## config.mk

```make
export PLATFORM = sky130hd
export DESIGN_NAME = jet_sprite_renderer_flat
export DESIGN_NICKNAME = d
export VERILOG_FILES = /design/src/rtl/jet_sprite_renderer_if.sv /design/src/rtl/jet_sprite_renderer.sv /design/src/flat_wrapper.sv
export SDC_FILE = /design/constraint.sdc
export NUM_CORES = 1
export LEC_CHECK = 0
export BUFFER_PORTS_ARGS = -buffer_cell sky130_fd_sc_hd__clkbuf_2
export CAP_MARGIN = 20
export CELL_PAD_IN_SITES_DETAIL_PLACEMENT = 1
export CELL_PAD_IN_SITES_GLOBAL_PLACEMENT = 2
export CORE_UTILIZATION = 38
export CTS_BUF_LIST = sky130_fd_sc_hd__clkbuf_4 sky130_fd_sc_hd__clkbuf_8 sky130_fd_sc_hd__clkbuf_16
export CTS_CLUSTER_SIZE = 28
export DETAILED_ROUTE_END_ITERATION = 8
export PLACE_DENSITY = 0.84
export SLEW_MARGIN = 20
export SYNTH_ARGS = -nofsm -noshare
export SYNTH_HDL_FRONTEND = slang
export SYNTH_SLANG_ARGS = --single-unit
```

## constraint.sdc

```tcl
create_clock -name vga_clk -period 4.6 [get_ports vga_clk]
set_input_delay 0.23 -clock vga_clk [delete_from_list [all_inputs] [get_ports vga_clk]]
set_output_delay 0.23 -clock vga_clk [all_outputs]
set_load 0.1 [all_outputs]
```

## src/rtl/jet_sprite_renderer_if.sv

```systemverilog
// Sprite ROM and palette bus between jet_sprite_renderer (master) and the
// sprite ROMs / colour mapper (slave).
interface jet_sprite_renderer_if #(
   parameter int NUM_SPR = 2,
   parameter int ADDR_W  = 13
);
   logic [NUM_SPR*ADDR_W-1:0] rom_addr;
   logic [NUM_SPR*4-1:0]      rom_q;
   logic [3:0]                pal_index;
   logic [3:0]                pal_red;
   logic [3:0]                pal_green;
   logic [3:0]                pal_blue;

   modport master (
      output rom_addr, pal_index,
      input  rom_q, pal_red, pal_green, pal_blue
   );

   modport slave (
      input  rom_addr, pal_index,
      output rom_q, pal_red, pal_green, pal_blue
   );
endinterface

```

## src/rtl/jet_sprite_renderer.sv

```systemverilog
// Multi-sprite pixel pipeline: hit test/addressing, transparency + priority, palette output.
// Optional horizontal mirroring is enabled by defining JET_SPRITE_FLIP_EN.
module jet_sprite_renderer #(
   parameter int         SPR_W      = 80,
   parameter int         SPR_H      = 80,
   parameter int         NUM_SPR    = 2,
   parameter int         SCALE_SH   = 0,
   parameter logic [3:0] TRANSP_IDX = 4'h0,
   parameter logic [3:0] BG_R       = 4'h0,
   parameter logic [3:0] BG_G       = 4'h0,
   parameter logic [3:0] BG_B       = 4'h0,
   parameter int         ADDR_W     = $clog2(SPR_W*SPR_H)
) (
   input  logic                      vga_clk,
   input  logic                      reset_n,
   input  logic [9:0]                DrawX,
   input  logic [9:0]                DrawY,
   input  logic                      blank,
   input  logic [NUM_SPR*10-1:0]     pos_x,
   input  logic [NUM_SPR*10-1:0]     pos_y,
   input  logic [NUM_SPR-1:0]        spr_en,
   input  logic [NUM_SPR-1:0]        spr_flip,
   jet_sprite_renderer_if.master     mem,
   output logic [3:0]                red,
   output logic [3:0]                green,
   output logic [3:0]                blue
);

   logic [1:0] r_rst_sync;
   logic       w_rst_n;

   // Reset asserts asynchronously but leaves the pipeline on a clock edge.
   always_ff @(posedge vga_clk or negedge reset_n) begin
      if (!reset_n) r_rst_sync <= '0;
      else          r_rst_sync <= {r_rst_sync[0], 1'b1};
   end
   assign w_rst_n = r_rst_sync[1];

   logic                  w_frame_start;
   logic [NUM_SPR*10-1:0] r_act_x, r_act_y, w_cur_x, w_cur_y;
   logic [NUM_SPR-1:0]    r_act_en, w_cur_en;

   assign w_frame_start = (DrawX == '0) && (DrawY == '0);

   always_ff @(posedge vga_clk or negedge w_rst_n) begin
      if (!w_rst_n) begin
         r_act_x  <= '0;
         r_act_y  <= '0;
         r_act_en <= '0;
      end else if (w_frame_start) begin
         r_act_x  <= pos_x;
         r_act_y  <= pos_y;
         r_act_en <= spr_en;
      end
   end

   // The (0,0) pixel sees the values being captured on that same edge.
   assign w_cur_x  = w_frame_start ? pos_x  : r_act_x;
   assign w_cur_y  = w_frame_start ? pos_y  : r_act_y;
   assign w_cur_en = w_frame_start ? spr_en : r_act_en;

`ifdef JET_SPRITE_FLIP_EN
   logic [NUM_SPR-1:0] r_act_flip, w_cur_flip;

   always_ff @(posedge vga_clk or negedge w_rst_n) begin
      if (!w_rst_n)           r_act_flip <= '0;
      else if (w_frame_start) r_act_flip <= spr_flip;
   end
   assign w_cur_flip = w_frame_start ? spr_flip : r_act_flip;
`else
   logic w_unused_flip;
   assign w_unused_flip = ^spr_flip;
`endif

   logic [NUM_SPR-1:0]        w_hit;
   logic [NUM_SPR*ADDR_W-1:0] w_addr;
   logic [10:0]               w_px, w_py;

   assign w_px = {1'b0, DrawX};
   assign w_py = {1'b0, DrawY};

   genvar g;
   for (g = 0; g < NUM_SPR; g++) begin : g_spr
      logic [10:0] w_x, w_y, w_dx, w_dy, w_u, w_v;

      assign w_x  = {1'b0, w_cur_x[10*g +: 10]};
      assign w_y  = {1'b0, w_cur_y[10*g +: 10]};
      assign w_dx = w_px - w_x;
      assign w_dy = w_py - w_y;
      assign w_v  = w_dy >> SCALE_SH;
`ifdef JET_SPRITE_FLIP_EN
      assign w_u  = w_cur_flip[g] ? (11'(SPR_W - 1) - (w_dx >> SCALE_SH)) : (w_dx >> SCALE_SH);
`else
      assign w_u  = w_dx >> SCALE_SH;
`endif

      // Visible-area bound clips sprites hanging past 639/479.
      assign w_hit[g] = w_cur_en[g]
                        && (w_px >= w_x) && (w_px < w_x + 11'(SPR_W << SCALE_SH))
                        && (w_py >= w_y) && (w_py < w_y + 11'(SPR_H << SCALE_SH))
                        && (DrawX < 10'd640) && (DrawY < 10'd480);

      assign w_addr[ADDR_W*g +: ADDR_W] =
         w_hit[g] ? ADDR_W'(32'(w_v) * 32'(SPR_W) + 32'(w_u)) : '0;
   end

   logic [NUM_SPR*ADDR_W-1:0] r_rom_addr;
   logic [NUM_SPR-1:0]        r_hit1;
   logic                      r_blank1;

   always_ff @(posedge vga_clk or negedge w_rst_n) begin
      if (!w_rst_n) begin
         r_rom_addr <= '0;
         r_hit1     <= '0;
         r_blank1   <= 1'b0;
      end else begin
         r_rom_addr <= w_addr;
         r_hit1     <= w_hit;
         r_blank1   <= blank;
      end
   end
   assign mem.rom_addr = r_rom_addr;

   logic [3:0] w_sel_idx;
   logic       w_sel_bg;

   always_comb begin
      w_sel_idx = TRANSP_IDX;
      w_sel_bg  = 1'b1;
      for (int unsigned i = 0; i < NUM_SPR; i++) begin
         if (w_sel_bg && r_hit1[i] && (mem.rom_q[4*i +: 4] != TRANSP_IDX)) begin
            w_sel_idx = mem.rom_q[4*i +: 4];
            w_sel_bg  = 1'b0;
         end
      end
   end

   logic [3:0] r_pal_index;
   logic       r_bg2, r_blank2;

   always_ff @(posedge vga_clk or negedge w_rst_n) begin
      if (!w_rst_n) begin
         r_pal_index <= TRANSP_IDX;
         r_bg2       <= 1'b0;
         r_blank2    <= 1'b0;
      end else begin
         r_pal_index <= w_sel_idx;
         r_bg2       <= w_sel_bg;
         r_blank2    <= r_blank1;
      end
   end
   assign mem.pal_index = r_pal_index;

   always_ff @(posedge vga_clk or negedge w_rst_n) begin
      if (!w_rst_n) begin
         red   <= '0;
         green <= '0;
         blue  <= '0;
      end else if (!r_blank2) begin
         red   <= '0;
         green <= '0;
         blue  <= '0;
      end else if (r_bg2) begin
         red   <= BG_R;
         green <= BG_G;
         blue  <= BG_B;
      end else begin
         red   <= mem.pal_red;
         green <= mem.pal_green;
         blue  <= mem.pal_blue;
      end
   end

endmodule

```

## src/flat_wrapper.sv

```systemverilog
// flat-port wrapper written by rule: the top's interface ports become plain ports
module jet_sprite_renderer_flat 
#(
   parameter int         SPR_W      = 80,
   parameter int         SPR_H      = 80,
   parameter int         NUM_SPR    = 2,
   parameter int         SCALE_SH   = 0,
   parameter logic [3:0] TRANSP_IDX = 4'h0,
   parameter logic [3:0] BG_R       = 4'h0,
   parameter logic [3:0] BG_G       = 4'h0,
   parameter logic [3:0] BG_B       = 4'h0,
   parameter int         ADDR_W     = $clog2(SPR_W*SPR_H)
)
  (vga_clk, reset_n, DrawX, DrawY, blank, pos_x, pos_y, spr_en, spr_flip, red, green, blue, mem_rom_addr, mem_pal_index, mem_rom_q, mem_pal_red, mem_pal_green, mem_pal_blue);
  jet_sprite_renderer_if #(.NUM_SPR(NUM_SPR), .ADDR_W(ADDR_W)) mem_i ();
  input  logic vga_clk;
  input  logic reset_n;
  input  logic [9:0] DrawX;
  input  logic [9:0] DrawY;
  input  logic blank;
  input  logic [NUM_SPR*10-1:0] pos_x;
  input  logic [NUM_SPR*10-1:0] pos_y;
  input  logic [NUM_SPR-1:0] spr_en;
  input  logic [NUM_SPR-1:0] spr_flip;
  output logic [3:0] red;
  output logic [3:0] green;
  output logic [3:0] blue;
  output wire logic [$bits(mem_i.rom_addr)-1:0] mem_rom_addr;
  output wire logic [$bits(mem_i.pal_index)-1:0] mem_pal_index;
  input wire logic [$bits(mem_i.rom_q)-1:0] mem_rom_q;
  input wire logic [$bits(mem_i.pal_red)-1:0] mem_pal_red;
  input wire logic [$bits(mem_i.pal_green)-1:0] mem_pal_green;
  input wire logic [$bits(mem_i.pal_blue)-1:0] mem_pal_blue;
  assign mem_rom_addr = mem_i.rom_addr;
  assign mem_pal_index = mem_i.pal_index;
  assign mem_i.rom_q = mem_rom_q;
  assign mem_i.pal_red = mem_pal_red;
  assign mem_i.pal_green = mem_pal_green;
  assign mem_i.pal_blue = mem_pal_blue;
  jet_sprite_renderer #(.SPR_W(SPR_W), .SPR_H(SPR_H), .NUM_SPR(NUM_SPR), .SCALE_SH(SCALE_SH), .TRANSP_IDX(TRANSP_IDX), .BG_R(BG_R), .BG_G(BG_G), .BG_B(BG_B), .ADDR_W(ADDR_W)) u_core (.vga_clk(vga_clk), .reset_n(reset_n), .DrawX(DrawX), .DrawY(DrawY), .blank(blank), .pos_x(pos_x), .pos_y(pos_y), .spr_en(spr_en), .spr_flip(spr_flip), .mem(mem_i), .red(red), .green(green), .blue(blue));
endmodule
```

-- Word level (Yosys, flattened, before mapping)
Index checks and enable logic that the tools add are counted.
- ROM bits: 0
- input port bits: 87
- memories: 0
- register bits after elaboration: 91
- bits in latches: 0
- bits in writable memories: 0
- output and inout port bits: 42
- word-level logic and storage cells: 70
- equal/unequal tests: 0
- reductions and logical operators: 20
- multipliers: 2
- add/sub/neg operators: 10
- bitwise operators: 0
- $lt $le $gt $ge: 10
- divide/modulo/power cells: 0
- multiplexer cells: 15
- shifts and indexed selects: 0
- operators by type and width (operator ; count):
    $add 10x7->11 const B ; 4
    $lt 10x11->1 ; 4
    $sub 10x10->11 ; 4
    $ge 10x10->1 ; 4
    $mux 20 ; 2
    $mux 4 ; 8
    $add 13x11->13 ; 2
    $mux 13 ; 2
    $mul 11x3->9 const B ; 2
    $logic_not 10->1 ; 2
    $logic_and 1x1->1 ; 16
    $lt 10x10->1 const B ; 1
    $lt 10x9->1 const B ; 1
    $reduce_bool 4->1 ; 2
    $mux 1 ; 2
    $mux 2 ; 1

-- Depth between registers and ports, before layout
- depth after elaboration: 11
- mapped depth: 31

-- Worst setup path before layout
No wires, ideal clock.
- kind: input port to flip-flop
- from: input DrawY[1]
- to: register u_core.r_rom_addr[12], in the netlist u_core.mem.rom_addr[12]
- stages: 29
- arrival time: 6.219 ns
- setup slack: -1.725 ns
- cells stage by stage: buf_6 > or4_4 > or2_1 > buf_6 > nor2_8 > buf_4 > buf_4 > buf_4 > buf_2 > mux2_2 > ha_1 > inv_1 > a311o_1 > o211ai_1 > maj3_2 > o21ai_0 > a21oi_1 > xnor2_1 > ha_1 > ha_1 > a21o_1 > xor2_1 > ha_1 > nor2_1 > a2111oi_0 > xnor2_1 > and3_1 > nor4_1 > nor4b_1
- elaborated cells on any way between the ends: 23
- those cells by class: add/sub: 5; mul: 1; order compare: 5; mux: 4; reduce/logical: 8
- RTL lines (item ; line ; RTL):
    start: declaration ; flat_wrapper.sv:19 ; input logic [9:0] DrawY;
    $logic_not 10->1 * ; jet_sprite_renderer.sv:43 ; assign w_frame_start = (DrawX == '0) && (DrawY == '0);
    $logic_and 1x1->1 * ; jet_sprite_renderer.sv:43 ;
    $mux 20 * ; jet_sprite_renderer.sv:59 ; assign w_cur_y = w_frame_start ? pos_y : r_act_y;
    named net u_core.w_cur_y[0] ; jet_sprite_renderer.sv:40 ; logic [NUM_SPR*10-1:0] r_act_x, r_act_y, w_cur_x, w_cur_y;
    parallel branches: the longest is 5 deep, another holds $add 13x11->13 ; - ;
    $mux 13 * ; jet_sprite_renderer.sv:104 ; w_hit[g] ? ADDR_W'(32'(w_v) * 32'(SPR_W) + 32'(w_u)) : '0;
    named net u_core.w_addr[12] ; jet_sprite_renderer.sv:76 ; logic [NUM_SPR*ADDR_W-1:0] w_addr;
    end signal: assignment ; jet_sprite_renderer.sv:117 ; r_rom_addr <= w_addr;
    end: declaration ; jet_sprite_renderer.sv:107 ; logic [NUM_SPR*ADDR_W-1:0] r_rom_addr;
Mark *: on every way through the listed nets, which the timed path passes.

-- Final worst setup path
- from: input DrawX[6]
- to: register u_core.r_rom_addr[25], in the netlist u_core.mem.rom_addr[25]
- elaborated cells on any way between the ends: 23
- those cells by class: add/sub: 5; mul: 1; order compare: 5; mux: 4; reduce/logical: 8
- RTL lines (item ; line ; RTL):
    start: declaration ; flat_wrapper.sv:18 ; input logic [9:0] DrawX;
    $logic_not 10->1 * ; jet_sprite_renderer.sv:43 ;
    $logic_and 1x1->1 * ; jet_sprite_renderer.sv:43 ;
    $mux 20 * ; jet_sprite_renderer.sv:59 ;
    named net u_core.w_cur_y[10] ; jet_sprite_renderer.sv:40 ;
    parallel branches: the longest is 5 deep, another holds $add 13x11->13 ; - ;
    $mux 13 * ; jet_sprite_renderer.sv:104 ;
    named net u_core.w_addr[25] ; jet_sprite_renderer.sv:76 ;
Marks and branches as above.

==> out/qor.tcl <==
set qor(outcome) {finished, violations left}
set qor(failed_checks) {negative setup slack}
set qor(register_share_of_total_power_pct) 28.9
set qor(r2r_end) {u_core.mem.rom_addr[12]}
set qor(layout_min_cycle_time_ns) 5.388
set qor(detail_route.iter0.violations) 343
set qor(avgRoutedWirePerCell_um) 21.21
set qor(global_route_usage_sum_pct) 27.35
set qor(synth.cell_area_mm2) 0.007237
set qor(starting_utilization_of_the_core_area_pct) 38.69
set qor(layout_worst_path_cycle_share_pct) 117.1
set qor(drv.max_cap_violation_count) 0
set qor(cts_root_buffer) {sky130_fd_sc_hd__clkbuf_16}
set qor(dp_hpwl_um) 20410
set qor(cts-htree-levels) 3
set qor(swShare_pct) 34.18
set qor(worst_ep_arrival_time_ns) 5.68
set qor(setup_violations) 3
set qor(gate_count_after_technology_mapping) 746
set qor(final.setup.worst_slack_ns) -0.7878
set qor(post_synth_xor_area_fraction_pct) 7.261
set qor(fmax_ghz) 0.1856
set qor(tritoncts) {done}
set qor(placedInstanceArea_mm2) 0.009644
set qor(clock_tree.buffer_depth) 2
set qor(finalClockSkew_ns) 0.01692
set qor(fp.dieArea_mm2) 0.01960
set qor(finalWeightedCongestion) 0.9214
set qor(min_from) {mem_pal_green[2]}
set qor(power_per_standard_cell_area_mw_per_mm2) 265.1
set qor(post-route-drc-count) 0
set qor(dr_total_vias) 7331
set qor(multi_input_gate_area_mm2) 0.005154
set qor(synthesis.yosys.warnings) 0
set qor(layout-drive-gt1-share_pct) 42.08
set qor(final-max-slew-violation-count) 0
set qor(timing.setup.critical_path_class) {in -> reg}
set qor(cts_sinks) 91
set qor(p_int_mw) 1.842
set qor(total_power_mw) 2.799
set qor(globalRouteOverflowTotal) 0
set qor(timing_worst_slew_pin_value_ns) 0.8177
set qor(post-route-cell-area_mm2) 0.01056
set qor(layout.area.seq_mm2) 0.002281
set qor(grt_start_max_net_pins) 48
set qor(pin_count) 129
set qor(layout.nets) 1269
set qor(synth-compound-area-share_pct) 17.58
set qor(worst_r2r_path_depth) 21
set qor(placement_rows) 50
set qor(detail_route.vias_per_cell) 5.583
set qor(postLayoutCoreUtil_pct) 56.45
set qor(endpoint_kind) {register}
set qor(hold_path_depth) 2
set qor(grt_setup_unrepaired) {true}
set qor(hold_class) {in -> reg}
set qor(r2r_start) {u_core.r_act_y[1]}
set qor(post_synth.cell_area_avg_um2) 9.701
set qor(hold_viol) 0
set qor(final_common_cell) {sky130_fd_sc_hd__buf_4}
set qor(p_switching_mw) 0.9566
set qor(synth.net_count) 941
set qor(critPathRequiredTime_ns) 4.89
set qor(antenna_violating_nets_post_route) 0
set qor(tritoncts_buffers) 9
set qor(synth_ff_type) {sky130_fd_sc_hd__dfrtp_1}
set qor(worst-path-max-fanout) 6
set qor(power_frac_clock_pct) 29.2
set qor(timing.hold.worst_endpoint) {u_core.green[2]}
set qor(diodes) 0
set qor(static_leak_nw) 5.275
set qor(synth_cell_type_count) 68
set qor(most-common-layout-cells) {202 x sky130_fd_sc_hd__buf_4, 121 x sky130_fd_sc_hd__clkbuf_2, 90 x sky130_fd_sc_hd__dfrtp_1, 79 x sky130_fd_sc_hd__ha_1, 63 x sky130_fd_sc_hd__inv_1}
set qor(core_area_mm2) 0.01871
set qor(synth_async_sr_flop_share_pct) 100.0
set qor(grt_antenna_before_repair) 0
set qor(dr.pass1.iters) 6
set qor(comb_power_share_pct) 41.9
set qor(die_w_um) 140
set qor(worst_setup_path_start_kind) {input port}
set qor(clkLatencyLatePin_ns) 0.37
set qor(synth_mux_area_share_pct) 4.962
set qor(synth_top_family_by_area) {adder cells}
set qor(nFillCells) 2151
set qor(floorplan.die.height_um) 140
set qor(areaGrowthSynthToFinish_pct) 45.90
set qor(synth-edff-count) 0
set qor(synth-seq-area-share_pct) 31.47
set qor(flop_to_flop_setup_slack_ns) -0.22
set qor(rel_slew_slack_pct) 45.48
set qor(synth_area_in_simple_gates_pct) 13.88
set qor(path_clk_slew_ns) 0.08
set qor(postSynthRegisterBits) 91
set qor(hold_slack_ns) 0.07752
set qor(ir_worst_vdd_mv) 0.1850
set qor(place.port_buffers) 126
set qor(route.final.wire_length_um) 27850
set qor(wire_length_of_the_first_global_routing_pass_um) 41810
set qor(synth_adder_area_share_pct) 19.76
set qor(post-place-ws_ns) -1.120
set qor(number_of_global_route_vias_before_repair) 8051
## state kept, by name (all words and copies together) (netlist names)
| name | flops |
|---|---|
| u_core.r_rst_sync | 2 |
| u_core.red | 4 |
| u_core.mem.pal_index | 4 |
| u_core.blue | 4 |
| u_core.r_blank2 | 1 |
| u_core.r_act_en | 2 |
| u_core.r_blank1 | 1 |
| u_core.r_act_y | 20 |
| u_core.r_hit1 | 2 |
| u_core.r_bg2 | 1 |
| u_core.mem.rom_addr | 26 |
| u_core.green | 4 |
| u_core.r_act_x | 20 |
## worst max-delay path by stage
stage | start | to | slack, ns | cells after the start
finish | DrawX[6] | u_core.mem.rom_addr[25] | -0.79 | 26
detailed placement | DrawY[7] | u_core.mem.rom_addr[25] | -1.12 | 25
floorplan | DrawY[7] | u_core.mem.rom_addr[25] | -1.16 | 30
global route | DrawX[6] | u_core.mem.rom_addr[25] | -0.93 | 26
CTS | DrawY[1] | u_core.mem.rom_addr[25] | -0.54 | 26
global placement | DrawY[7] | u_core.mem.rom_addr[25] | -0.82 | 22
## routing by layer
| metal | global-route usage [%] | routed length, um |
|---|---|---|
| met1 | 31.74 | 11300 |
| met2 | 50.26 | 14090 |
| met3 | 3.590 | 1190 |
| met4 | 11.74 | 1277 |
| met5 | 0 | 0 |
## kinds of logic after synthesis
kind of cell | after synthesis
other | 1
buffers and inverters | 84
DFF | 91
AOI/OAI and AO/OA | 182
adders and majority gates | 111
muxes | 35
xor gates and xnor gates | 60
and+or+nand+nor | 182
## worst max-delay path, cell delays in order
cell	delay (ns)
sky130_fd_sc_hd__buf_8	0.10
sky130_fd_sc_hd__or4_4	0.54
sky130_fd_sc_hd__or2_4	0.30
sky130_fd_sc_hd__nor2_8	0.16
sky130_fd_sc_hd__mux2_4	0.34
sky130_fd_sc_hd__ha_4	0.17
sky130_fd_sc_hd__inv_4	0.07
sky130_fd_sc_hd__a21oi_2	0.04
sky130_fd_sc_hd__nor3b_2	0.23
sky130_fd_sc_hd__maj3_2	0.29
sky130_fd_sc_hd__maj3_2	0.25
sky130_fd_sc_hd__a21oi_2	0.08
sky130_fd_sc_hd__xnor2_2	0.27
sky130_fd_sc_hd__ha_4	0.26
sky130_fd_sc_hd__ha_4	0.16
sky130_fd_sc_hd__buf_4	0.14
sky130_fd_sc_hd__a211oi_1	0.37
sky130_fd_sc_hd__o21bai_1	0.13
sky130_fd_sc_hd__a211oi_1	0.35
sky130_fd_sc_hd__buf_4	0.18
sky130_fd_sc_hd__nor3_2	0.05
sky130_fd_sc_hd__buf_4	0.13
sky130_fd_sc_hd__o21ai_1	0.13
sky130_fd_sc_hd__o221ai_1	0.15
sky130_fd_sc_hd__or3_1	0.34
sky130_fd_sc_hd__a211oi_2	0.20
## cell type report
type                            instances  share of cell area, %
Clock inverter                          6                 0.5925
Sequential cell                        91                  21.60
Timing Repair Buffer                  335                  21.57
Inverter                               66                  2.394
Multi-Input combinational cell        571                  48.81
Tap cell                              234                  2.773
Clock buffer                           10                  2.263
## synthesized netlist by cell type (8+ instances only)
master | count | area share [%]
sky130_fd_sc_hd__nor2_1 | 27 | 1.4
sky130_fd_sc_hd__nor2b_1 | 9 | 0.78
sky130_fd_sc_hd__dfrtp_1 | 91 | 31
sky130_fd_sc_hd__o21bai_1 | 11 | 1.1
sky130_fd_sc_hd__and2_1 | 17 | 1.5
sky130_fd_sc_hd__a21o_1 | 20 | 2.1
sky130_fd_sc_hd__nor4_1 | 9 | 0.78
sky130_fd_sc_hd__xnor2_1 | 41 | 5.0
sky130_fd_sc_hd__inv_1 | 66 | 3.4
sky130_fd_sc_hd__nor3_1 | 30 | 2.1
sky130_fd_sc_hd__o21ai_0 | 34 | 2.4
sky130_fd_sc_hd__nand2_1 | 24 | 1.2
sky130_fd_sc_hd__ha_1 | 102 | 18
sky130_fd_sc_hd__a211oi_1 | 10 | 1.0
sky130_fd_sc_hd__nand3_1 | 19 | 1.3
sky130_fd_sc_hd__mux2i_1 | 28 | 3.9
sky130_fd_sc_hd__xor2_1 | 19 | 2.3
sky130_fd_sc_hd__a21oi_1 | 47 | 3.3
sky130_fd_sc_hd__o21a_1 | 10 | 1.0
sky130_fd_sc_hd__nor3b_1 | 8 | 0.83
## timing repair
| item | CTS | global route |
|---|---|---|
| endpoints found under the hold margin | 3 | 0 |
| gates resized for setup | 17 | 79 |
| pin swaps | 32 | 52 |
| setup buffers | 7 | 13 |
| cloned | 0 | 0 |
| hold buffers | 2 | 0 |
| setup endpoints to repair | 6 | 18 |
## through the flow
| stage | cells | TNS [ns] |
|---|---|---|
| after global placement | 1276 | -2.783 |
| after detailed placement | 1276 | -6.121 |
| after CTS | 1300 | -1.072 |
| after global routing | 1313 | -2.415 |
| after floorplan | 746 | -4.455 |
| final | 1313 | -1.427 |
## power groups by stage
stage	registers (mW)	logic, mW	clock network, mW
6_report	0.809	1.17	0.817
5_1_grt	0.811	1.27	0.850
4_1_cts	0.810	1.06	0.817
3_5_place_dp	0.826	1.02	0
3_3_place_gp	0.826	0.965	0
2_1_floorplan	0.828	0.590	0
Power figures use the tool's default switching activity.
